**config.mk**
```make
export PLATFORM = sky130hd
export DESIGN_NAME = multicycle_control
export DESIGN_NICKNAME = d
export VERILOG_FILES = /design/src/rtl/cpu_ctrl_pkg.sv /design/src/rtl/ctrl_output_decode.sv /design/src/rtl/multicycle_control.sv
export SDC_FILE = /design/constraint.sdc
export NUM_CORES = 1
export LEC_CHECK = 0
export CAP_MARGIN = 20
export CORE_MARGIN = 3
export CORE_UTILIZATION = 45
export DETAILED_ROUTE_END_ITERATION = 6
export PLACE_DENSITY = 0.73
export SLEW_MARGIN = 20
export SYNTH_ARGS = -nofsm -noshare
export SYNTH_HDL_FRONTEND = slang
export SYNTH_SLANG_ARGS = --single-unit
```
**constraint.sdc**
```tcl
create_clock -name clk -period 3.7 [get_ports clk]
set_input_delay 0.555 -clock clk [delete_from_list [all_inputs] [get_ports clk]]
set_output_delay 0.555 -clock clk [all_outputs]
set_load 0.02 [all_outputs]
```
**src/rtl/cpu_ctrl_pkg.sv**
```systemverilog
// Shared encodings for the multicycle CPU control unit and its datapath muxes.
// Opcode constants, state encoding, select encodings and the opcode classifier.
package cpu_ctrl_pkg;

  localparam int OPW_C = 6;

  localparam logic [OPW_C-1:0] OP_BEQ  = 6'b100000;
  localparam logic [OPW_C-1:0] OP_BNE  = 6'b100001;
  localparam logic [OPW_C-1:0] OP_JMP  = 6'b100010;
  localparam logic [OPW_C-1:0] OP_LW   = 6'b110000;
  localparam logic [OPW_C-1:0] OP_SW   = 6'b110001;
  localparam logic [OPW_C-1:0] OP_HALT = 6'b111111;

  // Class masks compared against op[5:4].
  localparam logic [1:0] OP_CLASS_R = 2'b00;
  localparam logic [1:0] OP_CLASS_I = 2'b01;

  typedef enum logic [3:0] {
    S_FETCH    = 4'd0,
    S_DECODE   = 4'd1,
    S_EXEC_R   = 4'd2,
    S_EXEC_I   = 4'd3,
    S_WB_R     = 4'd4,
    S_WB_I     = 4'd5,
    S_MEM_ADDR = 4'd6,
    S_MEM_LD   = 4'd7,
    S_WB_LD    = 4'd8,
    S_MEM_ST   = 4'd9,
    S_BRANCH   = 4'd10,
    S_JUMP     = 4'd11,
    S_HALT     = 4'd12
  } state_e;

  typedef enum logic [1:0] {
    ALUB_REG = 2'b00,
    ALUB_ONE = 2'b01,
    ALUB_IMM = 2'b10
  } alu_src_b_e;

  typedef enum logic [1:0] {
    PCS_INC    = 2'b00,
    PCS_BRANCH = 2'b01,
    PCS_JUMP   = 2'b10
  } pc_src_e;

  typedef enum logic [3:0] {
    OPC_R, OPC_I, OPC_BEQ, OPC_BNE, OPC_JMP, OPC_LW, OPC_SW, OPC_HALT, OPC_ILLEGAL
  } op_class_e;

  typedef struct packed {
    logic       select_ins;
    logic       ir_write;
    logic       reg_write;
    logic       reg_dst;
    logic       alu_src_a;
    alu_src_b_e alu_src_b;
    logic       mem_write;
    logic       mem_to_reg;
    logic       beq;
    pc_src_e    pc_src;
    logic       pc_write;
    logic       pc_write_cond;
    logic       instr_done;
  } ctrl_t;

  function automatic op_class_e classify(input logic [OPW_C-1:0] op);
    if (op[5:4] == OP_CLASS_R) return OPC_R;
    if (op[5:4] == OP_CLASS_I) return OPC_I;
    case (op)
      OP_BEQ:  return OPC_BEQ;
      OP_BNE:  return OPC_BNE;
      OP_JMP:  return OPC_JMP;
      OP_LW:   return OPC_LW;
      OP_SW:   return OPC_SW;
      OP_HALT: return OPC_HALT;
      default: return OPC_ILLEGAL;
    endcase
  endfunction

endpackage

```
**src/rtl/ctrl_output_decode.sv**
```systemverilog
// Combinational state -> datapath strobe map for the multicycle control unit.
// Reset forces every strobe low regardless of the current state.
module ctrl_output_decode
  import cpu_ctrl_pkg::*;
(
  input  state_e    state_i,
  input  op_class_e op_class_i,
  input  logic      reset_i,
  output ctrl_t     ctrl_o
);

  always_comb begin
    // NOTE: default every field first so no path through the case leaves a latch.
    ctrl_o = '0;
    case (state_i)
      S_FETCH: begin
        ctrl_o.ir_write  = 1'b1;
        ctrl_o.alu_src_a = 1'b0;
        ctrl_o.alu_src_b = ALUB_ONE;
        ctrl_o.pc_src    = PCS_INC;
        ctrl_o.pc_write  = 1'b1;
      end
      // An illegal opcode retires here as a NOP.
      S_DECODE: ctrl_o.instr_done = (op_class_i == OPC_ILLEGAL);
      S_EXEC_R: begin
        ctrl_o.alu_src_a = 1'b1;
        ctrl_o.alu_src_b = ALUB_REG;
      end
      S_EXEC_I, S_MEM_ADDR, S_MEM_LD: begin
        ctrl_o.alu_src_a = 1'b1;
        ctrl_o.alu_src_b = ALUB_IMM;
      end
      S_WB_R: begin
        ctrl_o.reg_write  = 1'b1;
        ctrl_o.reg_dst    = 1'b1;
        ctrl_o.alu_src_a  = 1'b1;
        ctrl_o.alu_src_b  = ALUB_REG;
        ctrl_o.instr_done = 1'b1;
      end
      S_WB_I: begin
        ctrl_o.reg_write  = 1'b1;
        ctrl_o.alu_src_a  = 1'b1;
        ctrl_o.alu_src_b  = ALUB_IMM;
        ctrl_o.instr_done = 1'b1;
      end
      S_WB_LD: begin
        ctrl_o.reg_write  = 1'b1;
        ctrl_o.mem_to_reg = 1'b1;
        ctrl_o.instr_done = 1'b1;
      end
      S_MEM_ST: begin
        ctrl_o.mem_write  = 1'b1;
        ctrl_o.instr_done = 1'b1;
      end
      S_BRANCH: begin
        ctrl_o.alu_src_a     = 1'b1;
        ctrl_o.alu_src_b     = ALUB_REG;
        ctrl_o.pc_src        = PCS_BRANCH;
        ctrl_o.pc_write_cond = 1'b1;
        ctrl_o.beq           = (op_class_i == OPC_BEQ);
        ctrl_o.instr_done    = 1'b1;
      end
      S_JUMP: begin
        ctrl_o.pc_src     = PCS_JUMP;
        ctrl_o.pc_write   = 1'b1;
        ctrl_o.instr_done = 1'b1;
      end
      default: ;
    endcase
    if (reset_i) ctrl_o = '0;
  end

endmodule

```
**src/rtl/multicycle_control.sv**
```systemverilog
// Moore FSM control unit for the multicycle CPU: opcode latch, state sequencing,
// branch-taken debug flag, retired-instruction counter and halt indication.
module multicycle_control
  import cpu_ctrl_pkg::*;
#(
  parameter int OPW  = 6,
  parameter int CNTW = 32
) (
  input  logic            clk,
  input  logic            reset,
  input  logic [OPW-1:0]  opcode,
  input  logic            beq_flag,
  output logic            select_ins,
  output logic            ir_write,
  output logic            reg_write,
  output logic            reg_dst,
  output logic            alu_src_a,
  output logic [1:0]      alu_src_b,
  output logic            mem_write,
  output logic            mem_to_reg,
  output logic            beq,
  output logic [1:0]      pc_src,
  output logic            pc_write,
  output logic            pc_write_cond,
  output logic            branch_taken,
  output logic            instr_done,
  output logic [CNTW-1:0] instr_count,
  output logic            halted,
  output logic [3:0]      state_dbg
);

  state_e          state_q, state_d;
  logic [OPW-1:0]  op_q;
  logic [CNTW-1:0] count_q, count_d;
  logic            branch_taken_q, branch_taken_d;
  op_class_e       op_class;
  ctrl_t           ctrl;

  assign op_class = classify(op_q[5:0]);

  ctrl_output_decode u_decode (
    .state_i    (state_q),
    .op_class_i (op_class),
    .reset_i    (reset),
    .ctrl_o     (ctrl)
  );

  always_comb begin
    state_d = state_q;
    case (state_q)
      S_FETCH:  state_d = S_DECODE;
      S_DECODE: begin
        case (op_class)
          OPC_R:           state_d = S_EXEC_R;
          OPC_I:           state_d = S_EXEC_I;
          OPC_LW, OPC_SW:  state_d = S_MEM_ADDR;
          OPC_BEQ, OPC_BNE: state_d = S_BRANCH;
          OPC_JMP:         state_d = S_JUMP;
          OPC_HALT:        state_d = S_HALT;
          default:         state_d = S_FETCH;
        endcase
      end
      S_EXEC_R:   state_d = S_WB_R;
      S_EXEC_I:   state_d = S_WB_I;
      S_MEM_ADDR: state_d = (op_class == OPC_LW) ? S_MEM_LD : S_MEM_ST;
      S_MEM_LD:   state_d = S_WB_LD;
      S_HALT:     state_d = S_HALT;
      default:    state_d = S_FETCH;
    endcase
  end

  // The counter wraps silently; instr_done is already low during reset.
  assign count_d        = ctrl.instr_done ? count_q + CNTW'(1) : count_q;
  assign branch_taken_d = (state_q == S_BRANCH) ? (ctrl.beq ? beq_flag : ~beq_flag)
                                                : branch_taken_q;

  always_ff @(posedge clk) begin
    // NOTE: non-blocking assignments so every register samples pre-edge values.
    if (reset) begin
      state_q        <= S_FETCH;
      op_q           <= '0;
      count_q        <= '0;
      branch_taken_q <= 1'b0;
    end else begin
      state_q        <= state_d;
      if (state_q == S_FETCH) op_q <= opcode;
      count_q        <= count_d;
      branch_taken_q <= branch_taken_d;
    end
  end

  assign select_ins    = ctrl.select_ins;
  assign ir_write      = ctrl.ir_write;
  assign reg_write     = ctrl.reg_write;
  assign reg_dst       = ctrl.reg_dst;
  assign alu_src_a     = ctrl.alu_src_a;
  assign alu_src_b     = ctrl.alu_src_b;
  assign mem_write     = ctrl.mem_write;
  assign mem_to_reg    = ctrl.mem_to_reg;
  assign beq           = ctrl.beq;
  assign pc_src        = ctrl.pc_src;
  assign pc_write      = ctrl.pc_write;
  assign pc_write_cond = ctrl.pc_write_cond;
  assign instr_done    = ctrl.instr_done;
  assign branch_taken  = branch_taken_q;
  assign instr_count   = count_q;
  assign halted        = (state_q == S_HALT);
  assign state_dbg     = state_q;

endmodule
```
==> results.py, run 1 <==
metrics = {
    "status": {
        "status": "completed",
    },
    "clock_network": {
        "cts_hold_buf": 0,
        "postCtsSetupBuffers": 0,
        "post_cts_resized": 0,
        "root_buffer": "clkbuf_8",
        "htreeDepth": 2,
        "cts_tree": "done",
        "clock_sinks": 43,
        "cts_buffers": 5,
        "clockBufferDepth": 2,
        "clk_pin_slew_ps": 70,
        "clkLatencyLatePin_ps": 290,
    },
    "placement": {
        "io_buffers": 60,
        "place_inst": 435,
        "place_ws_ps": 1004,
        "place_area_um2": 3169,
        "dp_hpwl_um": 4388,
        "place_congestion": 0.8613,
    },
    "sta": {
        "worst_pin_slew_ps": 1011,
        "holdWs_ps": 498.0,
        "fin_crit_sh": 0.8183,
        "fin_crit_ps": 3028,
        "fmax_mhz": 330.3,
        "hold_viol_final": 0,
        "fin_tns_setup_ps": 0,
        "max_slew_margin": 0.3197,
        "slew_violations": 0,
        "worst_slack_ps": 672.2,
        "setup_violations": 0,
        "skew_ps": 6.212,
        "rsz0062_at_grt": "false",
    },
    "synth": {
        "yosysUniqueCellTypes": 55,
        "yosysTopAreaCellShare": 0.3275,
        "syn_inst": 327,
        "synth_edf_count": 0,
        "syn_avg_cell_area_um2": 8.039,
        "async_flop_share": 0,
        "yosysTopAreaCell": "dfxtp_1",
        "netlist_area_um2": 2629,
        "ys_ff_latch": 43,
        "synth_nets": 340,
        "synth_area_leaders": "dfxtp_1 33%, a21oi_1 7.2%, o31ai_1 6.3%",
        "ys_warn_count": 0,
        "synthFlopType": "dfxtp_1",
        "seq_area_frac_synth": 0.3275,
    },
    "global_routing": {
        "overflow": 0,
        "antenna_found_initial": 0,
        "grt_start_max_net_pins": 62,
        "grt_usage": 0.1947,
        "grt_first_pass_wirelength_um": 10640,
        "grt_pass1_vias": 2372,
    },
    "cells_and_area": {
        "drive_gt1_frac": 0.07008,
        "area_growth_pct": 23.66,
        "nets": 383,
        "final_area_um2": 3251,
        "diodes": 0,
        "instances_no_fill": 443,
        "n_fill_cell": 525,
    },
    "routing": {
        "detail_route.wl_per_cell_um": 14.24,
        "vias": 2589,
        "ant_nets": 0,
        "avgViaCountPerCell": 5.844,
        "drc_errors": 0,
        "drt-initial-drc-count": 116,
        "drt-total-wl_um": 6307,
        "first_pass_iters": 4,
    },
    "floorplanning": {
        "io_pins": 62,
        "die_h_um": 82.43,
        "initial_core_util": 0.4716,
        "rows": 27,
        "core_um2": 5574,
        "die-area_um2": 6795,
        "die_w_um": 82.43,
    },
    "power": {
        "powerDensity_nw_per_um2": 437.0,
        "p_leak_nw": 1.035,
        "vdd_drop_max_v": 0.0002238,
    },
    "worst_setup_path": {
        "crit_type": "reg2out",
        "cp.required_ps": 3140,
        "path_max_fanout": 7,
        "r2r_start": "state_dbg[3]$_SDFF_PP0_",
        "worstPathArrival_ps": 2470,
        "cp-end-kind": "output port",
        "crit_path_start_kind": "flop",
        "crit_start": "op_q[1]$_SDFFE_PP0P_",
    },
    "hold_path": {
        "min_path_type": "reg2reg",
        "hp-start": "instr_count[29]$_SDFFE_PP0P_",
    },
    "run": {
        "drv_cap": 0,
    },
}
synthesized netlist by cell type (4+ instances only):
master and number:
a21oi_1 38, nor4_1 5, buf_6 4, nand2_1 32, o21ai_0 11, o31ai_1 22
nand4_1 7, nand3_1 15, inv_1 9, nor3_1 7, or2_2 4, nand3b_1 4
mux2i_1 4, ha_1 4, nand2b_1 4, or4_1 22, nor2b_1 4, dfxtp_1 43
buf_4 6, clkbuf_1 12, nor2_1 19, or3_1 7
cell usage in the layout (no fill, tap or decap), types with 2 or more instances in the layout:
master / synthesis / routed
a31o_2: 2 / 2
ha_1: 4 / 4
nor4_1: 5 / 5
o31ai_1: 22 / 22
or4b_1: 2 / 2
buf_4: 6 / 2
nand4_1: 7 / 7
dfxtp_1: 43 / 43
a21oi_1: 38 / 38
a211oi_1: 3 / 3
nand2b_1: 4 / 4
o211ai_1: 2 / 2
o21ai_0: 11 / 11
or3_1: 7 / 7
or4_1: 22 / 22
clkdlybuf4s50_1: 0 / 59
clkbuf_8: 0 / 5
nand3_1: 15 / 15
or3_2: 2 / 2
nor2_1: 19 / 19
nand2_1: 32 / 32
inv_1: 9 / 9
mux2i_1: 4 / 4
nand3b_1: 4 / 4
o21a_1: 2 / 2
or2_2: 4 / 4
and2_1: 2 / 2
nor2b_1: 4 / 4
nor3_1: 7 / 7
and3_1: 2 / 2
clkbuf_1: 12 / 2
report_power, final:
part | switching (mW) | internal, mW
combinational | 0.318 | 0.219
sequential | 0.0998 | 0.500
clock | 0.152 | 0.133
logic make-up (layout without fill, tap and decap cells):
logic type	Yosys count	after routing	synth area share
AOI/OAI and AO/OA	93	93	0.2342
xor gates and xnor gates	1	1	0.003332
adders and majority gates	4	4	0.01904
buffers and inverters	35	79	0.07377
DFF	43	43	0.3275
muxes	5	5	0.01951
other	1	1	0.001427
and+or+nand+nor	145	145	0.3213
per-stage QoR:
stage	power (mW)	util
final	1.421	0.5832
after global routing	1.517	0.5832
after CTS	1.430	0.5832
after detailed placement	1.143	0.5686
after global placement	1.137	0.5686
after floorplan	1.006	-
layer usage:
metal / GRT usage / vias up / wire length, um
met1: 0.2633 / 1215 / 3015
li1: - / 1315 / -
met2: 0.3189 / 59 / 3027
met5: 0 / - / 0
met3: 0.03254 / 0 / 264
met4: 0.05316 / 0 / 0
path summary, 6_finish.rpt:
kind / cells after the start / slack [ps] / endpoint
worst max-delay path: 9 / 670 / beq
worst min-delay path: 2 / 500 / instr_count[29]$_SDFFE_PP0P_
worst max register to register: 6 / 1190 / instr_count[12]$_SDFFE_PP0P_
worst min register to register: 2 / 500 / instr_count[29]$_SDFFE_PP0P_
flip-flops by register name, summed over array words and instances (netlist names):
name	count
state_dbg	4
instr_count	32
branch_taken	1
op_q	6
worst max-delay path, stage by stage (launching register included):
cell	delay (ps)
dfxtp_1	370
nor3_1	410
o21ai_0	120
o21ai_0	90
nand2_1	120
inv_1	90
ha_1	170
nand3_1	100
nor2b_1	120
clkdlybuf4s50_1	600
area by class of cell:
| type | count | area, um2 | share of cell area |
|---|---|---|---|
| clock inverters | 1 | 5.005 | 0.001540 |
| flip-flops and latches | 43 | 860.8 | 0.2648 |
| inverters | 9 | 33.78 | 0.01039 |
| clock buffers | 7 | 76.32 | 0.02348 |
| multi-input cells | 249 | 1574 | 0.4842 |
| well taps | 72 | 90.09 | 0.02771 |
| repair buffers | 62 | 610.6 | 0.1878 |
Power figures use the tool's default switching activity.
==> inputs of run 2 (changes only) <==
- clock period: 3.7 -> 3.1 ns (I/O delays scaled with it)
==> results.py, run 2 (same netlist as run 1, synthesis figures left out) <==
metrics = {
    "status": {
        "status": "completed",
    },
    "clock_network": {
        "cts_tree": "done",
        "clockBufferDepth": 2,
        "clkLatencyLatePin_ps": 300,
        "clock_sinks": 43,
        "htreeDepth": 2,
        "clk_pin_slew_ps": 80,
        "cts_buffers": 5,
        "root_buffer": "clkbuf_8",
    },
    "global_routing": {
        "grt_start_max_net_pins": 62,
        "grt_first_pass_wirelength_um": 11180,
        "antenna_found_initial": 0,
        "grt_pass1_vias": 2443,
        "overflow": 0,
        "grt_usage": 0.2056,
    },
    "placement": {
        "place_ws_ps": 441.0,
        "io_buffers": 60,
        "dp_hpwl_um": 4602,
        "place_congestion": 0.8450,
    },
    "power": {
        "vdd_drop_max_v": 0.0002694,
        "powerDensity_nw_per_um2": 549.8,
        "p_leak_nw": 1.084,
    },
    "floorplanning": {
        "initial_core_util": 0.4716,
        "rows": 27,
        "die-area_um2": 6795,
        "io_pins": 62,
        "core_um2": 5574,
        "die_w_um": 82.43,
        "die_h_um": 82.43,
    },
    "worst_setup_path": {
        "cp-end-kind": "output port",
        "worstPathArrival_ps": 2320,
        "path_max_fanout": 14,
        "cp.required_ps": 2630,
        "reg2regPathDepth": 6,
        "r2r_slack_ps": 610,
        "crit_type": "reg2out",
        "crit_path_start_kind": "flop",
    },
    "cells_and_area": {
        "ff_latch_area_um2": 860.8,
        "nets": 385,
        "diodes": 0,
        "largest_reg_flops": 32,
        "n_fill_cell": 523,
        "final_core_util": 0.5937,
        "area_growth_pct": 25.89,
        "layout_commonest_cell": "clkdlybuf4s50_1",
        "layout_common_cells": "58 x clkdlybuf4s50_1, 43 x dfxtp_1, 38 x a21oi_1",
        "drive_gt1_frac": 0.08311,
        "multi_input_area_um2": 1579,
    },
    "routing": {
        "first_pass_iters": 4,
        "drc_errors": 0,
        "drt-initial-drc-count": 134,
        "ant_nets": 0,
        "vias": 2639,
        "detail_route.wl_per_cell_um": 14.77,
        "avgViaCountPerCell": 5.930,
        "drt-total-wl_um": 6572,
    },
    "sta": {
        "skew_ps": 7.484,
        "slew_violations": 0,
        "rsz0062_at_grt": "false",
        "fmax_mhz": 358.6,
        "fin_tns_setup_ps": 0,
        "setup_violations": 0,
        "fin_crit_sh": 0.8995,
        "fin_crit_ps": 2788,
        "worst_pin_slew_ps": 871.4,
        "holdWs_ps": 500.3,
        "worst_slack_ps": 311.7,
        "hold_viol_final": 0,
        "max_slew_margin": 0.4137,
    },
    "hold_path": {
        "hold_depth": 2,
        "min_path_type": "reg2reg",
    },
    "run": {
        "drv_cap": 0,
    },
}
## run 2: cell count changes in the layout (fill, tap and decap cells not counted), sizes merged
cell / delta
buf: +2
bufinv: +1
clkbuf: -1
clkdlybuf4s50: -1
dlymetal6s2s: +1
## run 2: final cells by class
class,count,share of cell area
clock inverter,2,0.01059
sequential,43,0.2601
timing repair buffer,64,0.1898
multi-input combinational,249,0.4771
tap,72,0.02722
clock buffer,6,0.02495
inverter,9,0.01021
## run 2: where the power goes
| group | total, mW | switching (mW) | internal, mW |
|---|---|---|---|
| Sequential | 0.719 | 0.122 | 0.597 |
| Clock | 0.458 | 0.197 | 0.261 |
| Combinational | 0.643 | 0.380 | 0.263 |
| Total | 1.82 | 0.699 | 1.12 |
## run 2: timing repair
action / 4_1_cts / 5_1_grt
hold buffers: 0 / 0
resized for setup: 0 / 2
endpoints found under the setup margin: 0 / 1
setup buffers: 0 / 0
## run 2: per-stage QoR
step                      power [mW]  instance area (um2)  cells
final                          1.819                 3309    445
after global routing           1.939                 3309    445
after CTS                      1.831                 3302    445
after detailed placement       1.370                 3184    437
after global placement         1.354                 3184    437
after floorplan                1.201                 2629    327
## run 2: worst max-delay path: stages (launching register included)
cell and delay (ps):
dfxtp_1 600, mux2i_1 360, nor2b_1 280, a41oi_4 60, nor2_1 130, clkdlybuf4s50_1 610
## run 2: path summary, 6_finish.rpt
path | end | start
setup / recovery | instr_done | state_dbg[3]$_SDFF_PP0_
hold / removal | instr_count[29]$_SDFFE_PP0P_ | instr_count[29]$_SDFFE_PP0P_
setup reg to reg | instr_count[12]$_SDFFE_PP0P_ | state_dbg[3]$_SDFF_PP0_
hold reg to reg | instr_count[29]$_SDFFE_PP0P_ | instr_count[29]$_SDFFE_PP0P_
## run 2: metal layers
| metal | part of all wire | track usage | vias to the layer above |
|---|---|---|---|
| li1 | - | - | 1323 |
| met4 | 0.0091 | 0.05648 | 0 |
| met3 | 0.056 | 0.03905 | 7 |
| met5 | 0 | 0 | - |
| met1 | 0.45 | 0.2787 | 1234 |
| met2 | 0.49 | 0.3325 | 75 |
==> variant 1, RTL diff (config.mk and constraints of run 1) <==
Add an input register stage for `opcode` and `beq_flag`, without a reset; this delays them by one clock. Comments in the files are not updated.
--- a/src/rtl/multicycle_control.sv
+++ b/src/rtl/multicycle_control.sv
@@ -28,6 +28,14 @@
   output logic            halted,
   output logic [3:0]      state_dbg
 );
+
+  logic [OPW-1:0] opcode_q;
+  logic beq_flag_q;
+
+  always_ff @(posedge clk) begin
+    opcode_q   <= opcode;
+    beq_flag_q <= beq_flag;
+  end
 
   state_e          state_q, state_d;
   logic [OPW-1:0]  op_q;
@@ -71,7 +79,7 @@
 
   // The counter wraps silently; instr_done is already low during reset.
   assign count_d        = ctrl.instr_done ? count_q + CNTW'(1) : count_q;
-  assign branch_taken_d = (state_q == S_BRANCH) ? (ctrl.beq ? beq_flag : ~beq_flag)
+  assign branch_taken_d = (state_q == S_BRANCH) ? (ctrl.beq ? beq_flag_q : ~beq_flag_q)
                                                 : branch_taken_q;
 
   always_ff @(posedge clk) begin
@@ -83,7 +91,7 @@
       branch_taken_q <= 1'b0;
     end else begin
       state_q        <= state_d;
-      if (state_q == S_FETCH) op_q <= opcode;
+      if (state_q == S_FETCH) op_q <= opcode_q;
       count_q        <= count_d;
       branch_taken_q <= branch_taken_d;
     end
Function: changed (a bounded check fails within 4 cycles, from zero or initial values and one cycle with reset high).
==> variant 1 against run 1 <==
- utilization rose by 1.4 points
- via count fell by 0.31%
- sequential share of layout area is 3.6 points higher
- final area increased by 2.3%
- synthesized area fell by 0.33%
- critical path depth shrank 1
- routed wire length decreased by 1.1%
- total power rose by 5.7%
- setup slack got worse by 36 ps
- sequential cell count increased by 7
- largest cell class unchanged
- largest power group unchanged
==> variant 1: results (changes against run 1) <==
GRT Overall Usage - 19.3% (was 19.5%)
largest net degree at the start of global routing - 63 (was 62)
post-synth top area share - 38.2% (was 32.7%)
Signal buffers - 63 (was 62)
Final Instance Area - 3330 um2 (was 3250 um2)
Leak - 0.00112 uW (was 0.00103 uW)
NetSw - 529 uW (was 569 uW)
M1 WL - 2770 um (was 3020 um)
status - finished clean (unchanged)
worst slack at placement - 754 ps (was 1000 ps)
Multi-input comb cells - 239 (was 249)
part of the Yosys area used for sequential elements - 38.2% (was 32.7%)
Final Wtd Congestion - 0.867 (was 0.861)
Layout Skew - 6.18 ps (was 6.21 ps)
Worst Reg-to-Reg Cells - 5 (was 6)
Seq group - 659 uW (was 600 uW)
layout cells sized above 1 - 4.57% (was 7.01%)
Synth top cells by count - 50 x dfxtp_1, 31 x a21oi_1, 19 x nand3_1, 19 x nor2_1, 18 x o21ai_0 (was 43 x dfxtp_1, 38 x a21oi_1, 32 x nand2_1, 22 x o31ai_1, 22 x or4_1)
hpwl dp - 4340 um (was 4390 um)
mux contribution to synthesized area - 1.91% (was 1.95%)
1st-iter DRT viols - 200 (was 116)
area fraction in compound gates after synthesis - 22.3% (was 23.4%)
NonClk Buf Share - 18.7% (was 18.8%)
Comb power - 485 uW (was 537 uW)
fill count - 507 (was 525)
Die Area - 6770 um2 (was 6790 um2)
Post-Synth XOR/XNOR Area - 0.669% (was 0.333%)
GRT met1 Usage - 24.0% (was 26.3%)
Inverters - 12 (was 9)
Slew Limit Headroom - 42.4% (was 32.0%)
area share of fa/ha/maj cells after synthesis - 1.91% (was 1.90%)
routed wl met3 - 356 um (was 264 um)
met2 WL - 3040 um (was 3030 um)
Placed Cells - 436 (was 435)
cell count after synthesis - 325 (was 327)
RR Endpoint - instr_count[25]$_SDFFE_PP0P_ (was instr_count[12]$_SDFFE_PP0P_)
CP max FO - 8 (was 7)
fin crit share - 82.8% (was 81.8%)
worst path arrival time - 2510 ps (was 2470 ps)
clkbuf count - 8 (was 7)
Seq cells post-synth - 50 (was 43)
R2R Path Start - instr_count[4]$_SDFFE_PP0P_ (was state_dbg[3]$_SDFF_PP0_)
Final #Nets - 384 (was 383)
syn nets - 338 (was 340)
M3 GR Usage - 4.23% (was 3.25%)
Synth area leaders - dfxtp_1 38%, a21oi_1 5.9%, o31ai_1 4.6% (was dfxtp_1 33%, a21oi_1 7.2%, o31ai_1 6.3%)
final wirelength - 6240 um (was 6310 um)
ClkCell Share - 3.31% (was 2.50%)
Peak VDD IR - 0.270 mV (was 0.224 mV)
First-pass DRT Iterations - 5 (was 4)
register area - 1000 um2 (was 861 um2)
## variant 1: changes by cell type in the layout (fill, tap and decap cells not counted), sizes merged, moves of 5 or more
cell   delta
o21a      +6
dfxtp     +7
nand4     +5
and3      +5
o21ai     +6
a21oi     -7
o31ai     -6
nand2    -16
or4       -7
## variant 1: worst min-delay path by stage
stage                              from                   end  slack (ps)  depth (start not counted)
finish              opcode_q[3]$_DFF_P_  op_q[3]$_SDFFE_PP0P_         470                          2
CTS                 opcode_q[4]$_DFF_P_  op_q[4]$_SDFFE_PP0P_         480                          2
floorplan           opcode_q[5]$_DFF_P_  op_q[5]$_SDFFE_PP0P_         430                          2
detailed placement  opcode_q[3]$_DFF_P_  op_q[3]$_SDFFE_PP0P_         460                          2
global route        opcode_q[1]$_DFF_P_  op_q[1]$_SDFFE_PP0P_         510                          2
global placement    opcode_q[0]$_DFF_P_  op_q[0]$_SDFFE_PP0P_         440                          2
==> variant 2, RTL diff (flow settings as in run 1) <==
Without the edit above. Make the reset (`reset`) asynchronous in one clocked block.
--- a/src/rtl/multicycle_control.sv
+++ b/src/rtl/multicycle_control.sv
@@ -74,7 +74,7 @@
   assign branch_taken_d = (state_q == S_BRANCH) ? (ctrl.beq ? beq_flag : ~beq_flag)
                                                 : branch_taken_q;
 
-  always_ff @(posedge clk) begin
+  always_ff @(posedge clk or posedge reset) begin
     // NOTE: non-blocking assignments so every register samples pre-edge values.
     if (reset) begin
       state_q        <= S_FETCH;
Formal check against the unedited RTL: differs if reset is asserted again (counterexample within 4 cycles, from zero or initial values and one cycle with reset high); with reset held inactive, the same outputs for 10 cycles.
==> variant 2 against run 1 <==
- sequential cell count unchanged
- via count down 18%
- total power up 39%
- setup slack worse by 41 ps
- routed wire length down 8.8%
- final area down 0.54%
- combinational power up 74%
- register-to-register slack better by 130 ps
- synthesized area down 5.4%
- critical path type unchanged
- critical endpoint is now instr_done
- largest cell class unchanged
==> variant 2: results (changes against run 1) <==
syn nets - 274 (was 340)
Seq group - 736 uW (was 600 uW)
first-pass GRT wire length - 9730 um (was 10600 um)
initial antenna violation count - 0 (unchanged)
Final setup viols - 0 (unchanged)
part of the Yosys area used for sequential elements - 43.3% (was 32.7%)
max reg flops - 32 (unchanged)
Hold Fails Final Rpt - 0 (unchanged)
CP max FO - 15 (was 7)
fill count - 473 (was 525)
CTS Buffer Depth - 2 (unchanged)
worst skew pair latency - 300 ps
worst slack at placement - 654 ps (was 1000 ps)
via/cell ratio - 5.42 (was 5.84)
post-synth cell types - 49 (was 55)
Inserted Diodes - 0 (unchanged)
Synth area leaders - dfrtp_1 43%, xor2_1 10%, nor3_1 4.6% (was dfxtp_1 33%, a21oi_1 7.2%, o31ai_1 6.3%)
1st-iter DRT viols - 132 (was 116)
IO Port Bufs - 60 (unchanged)
GRT Overall Usage - 19.1% (was 19.5%)
layout cells sized above 1 - 10.9% (was 7.01%)
largest net degree at the start of global routing - 44 (was 62)
Peak VDD IR - 0.432 mV (was 0.224 mV)
wire per inst - 14.8 um (was 14.2 um)
post-CTS resize count - 0 (unchanged)
hpwl dp - 4100 um (was 4390 um)
ys async rst share - 100% (was 0%)
total gr overflow - 0 (unchanged)
post-CTS setup buffers - 0 (unchanged)
worst path arrival time - 2510 ps (was 2470 ps)
First-pass DRT Iterations - 4 (unchanged)
Final Wtd Congestion - 0.831 (was 0.861)
internal power - 1100 uW (was 851 uW)
Slew Limit Headroom - 61.3% (was 32.0%)
Synth top cells by count - 43 x dfrtp_1, 29 x xor2_1, 25 x nand2_1, 23 x nor3_1 (was 43 x dfxtp_1, 38 x a21oi_1, 32 x nand2_1, 22 x o31ai_1, 22 x or4_1)
Layout Skew - 8.71 ps (was 6.21 ps)
YS warnings - 0 (unchanged)
fin cells - 390 (was 443)
vias in the first global route - 1987 (was 2372)
switching power share of the total - 44.2% (was 40.1%)
clk root buf - clkbuf_8 (unchanged)
status - finished clean (unchanged)
Final #Nets - 332 (was 383)
CTS H-tree depth - 2 (unchanged)
clock slew seen by the registers of the worst setup and hold paths - 90 ps (was 70 ps)
syn_area_per_cell - 9.53 um2 (was 8.04 um2)
placed cell area - 3140 um2 (was 3170 um2)
Placed Cells - 382 (was 435)
Comb power - 933 uW (was 537 uW)
Leak - 0.00136 uW (was 0.00103 uW)
[variant 2: cell families after synthesis]
kind of cell	after synthesis	synth area share [%]
other	1	0.151
AOI/OAI and AO/OA	26	7.40
xor gates and xnor gates	31	10.9
muxes	7	3.27
buffers and inverters	23	4.38
adders and majority gates	4	2.01
DFF	43	43.3
and+or+nand+nor	126	28.6
[variant 2: worst max-delay path, cell delays in order, from the launching register on]
cell             delay, ps
dfrtp_1                610
inv_1                  210
nor2_1                 330
a311oi_4               140
nor2_2                 260
clkdlybuf4s50_1        650
[variant 2: final cells by class]
cell class,instances,area [um2],share of cell area (%)
well taps,70,87.6,2.71
flip-flops and latches,43,1080,33.3
clock buffers,5,68.8,2.13
clock inverters,3,20.0,0.619
repair buffers,64,631,19.5
inverters,10,37.5,1.16
multi-input cells,195,1310,40.6
[variant 2: layer usage]
metal,wire (um),track usage (%)
met1,2790,28.4
met2,2610,28.5
met3,301,3.36
met4,53,5.07
met5,0,0
[variant 2: path summary, 6_finish.rpt]
kind / start / endpoint / slack, ps / depth (start not counted)
min in group asynchronous: reset / branch_taken$_DFFE_PP0P_ / 1070 / 3
max in group asynchronous: reset / instr_count[0]$_DFFE_PP0P_ / 2250 / 3
hold reg to reg: instr_count[31]$_DFFE_PP0P_ / instr_count[31]$_DFFE_PP0P_ / 470 / 1
setup reg to reg: state_dbg[0]$_DFF_PP0_ / instr_count[13]$_DFFE_PP0P_ / 1320 / 6
setup / recovery: state_dbg[0]$_DFF_PP0_ / instr_done / 630 / 5
hold / removal: instr_count[31]$_DFFE_PP0P_ / instr_count[31]$_DFFE_PP0P_ / 470 / 1
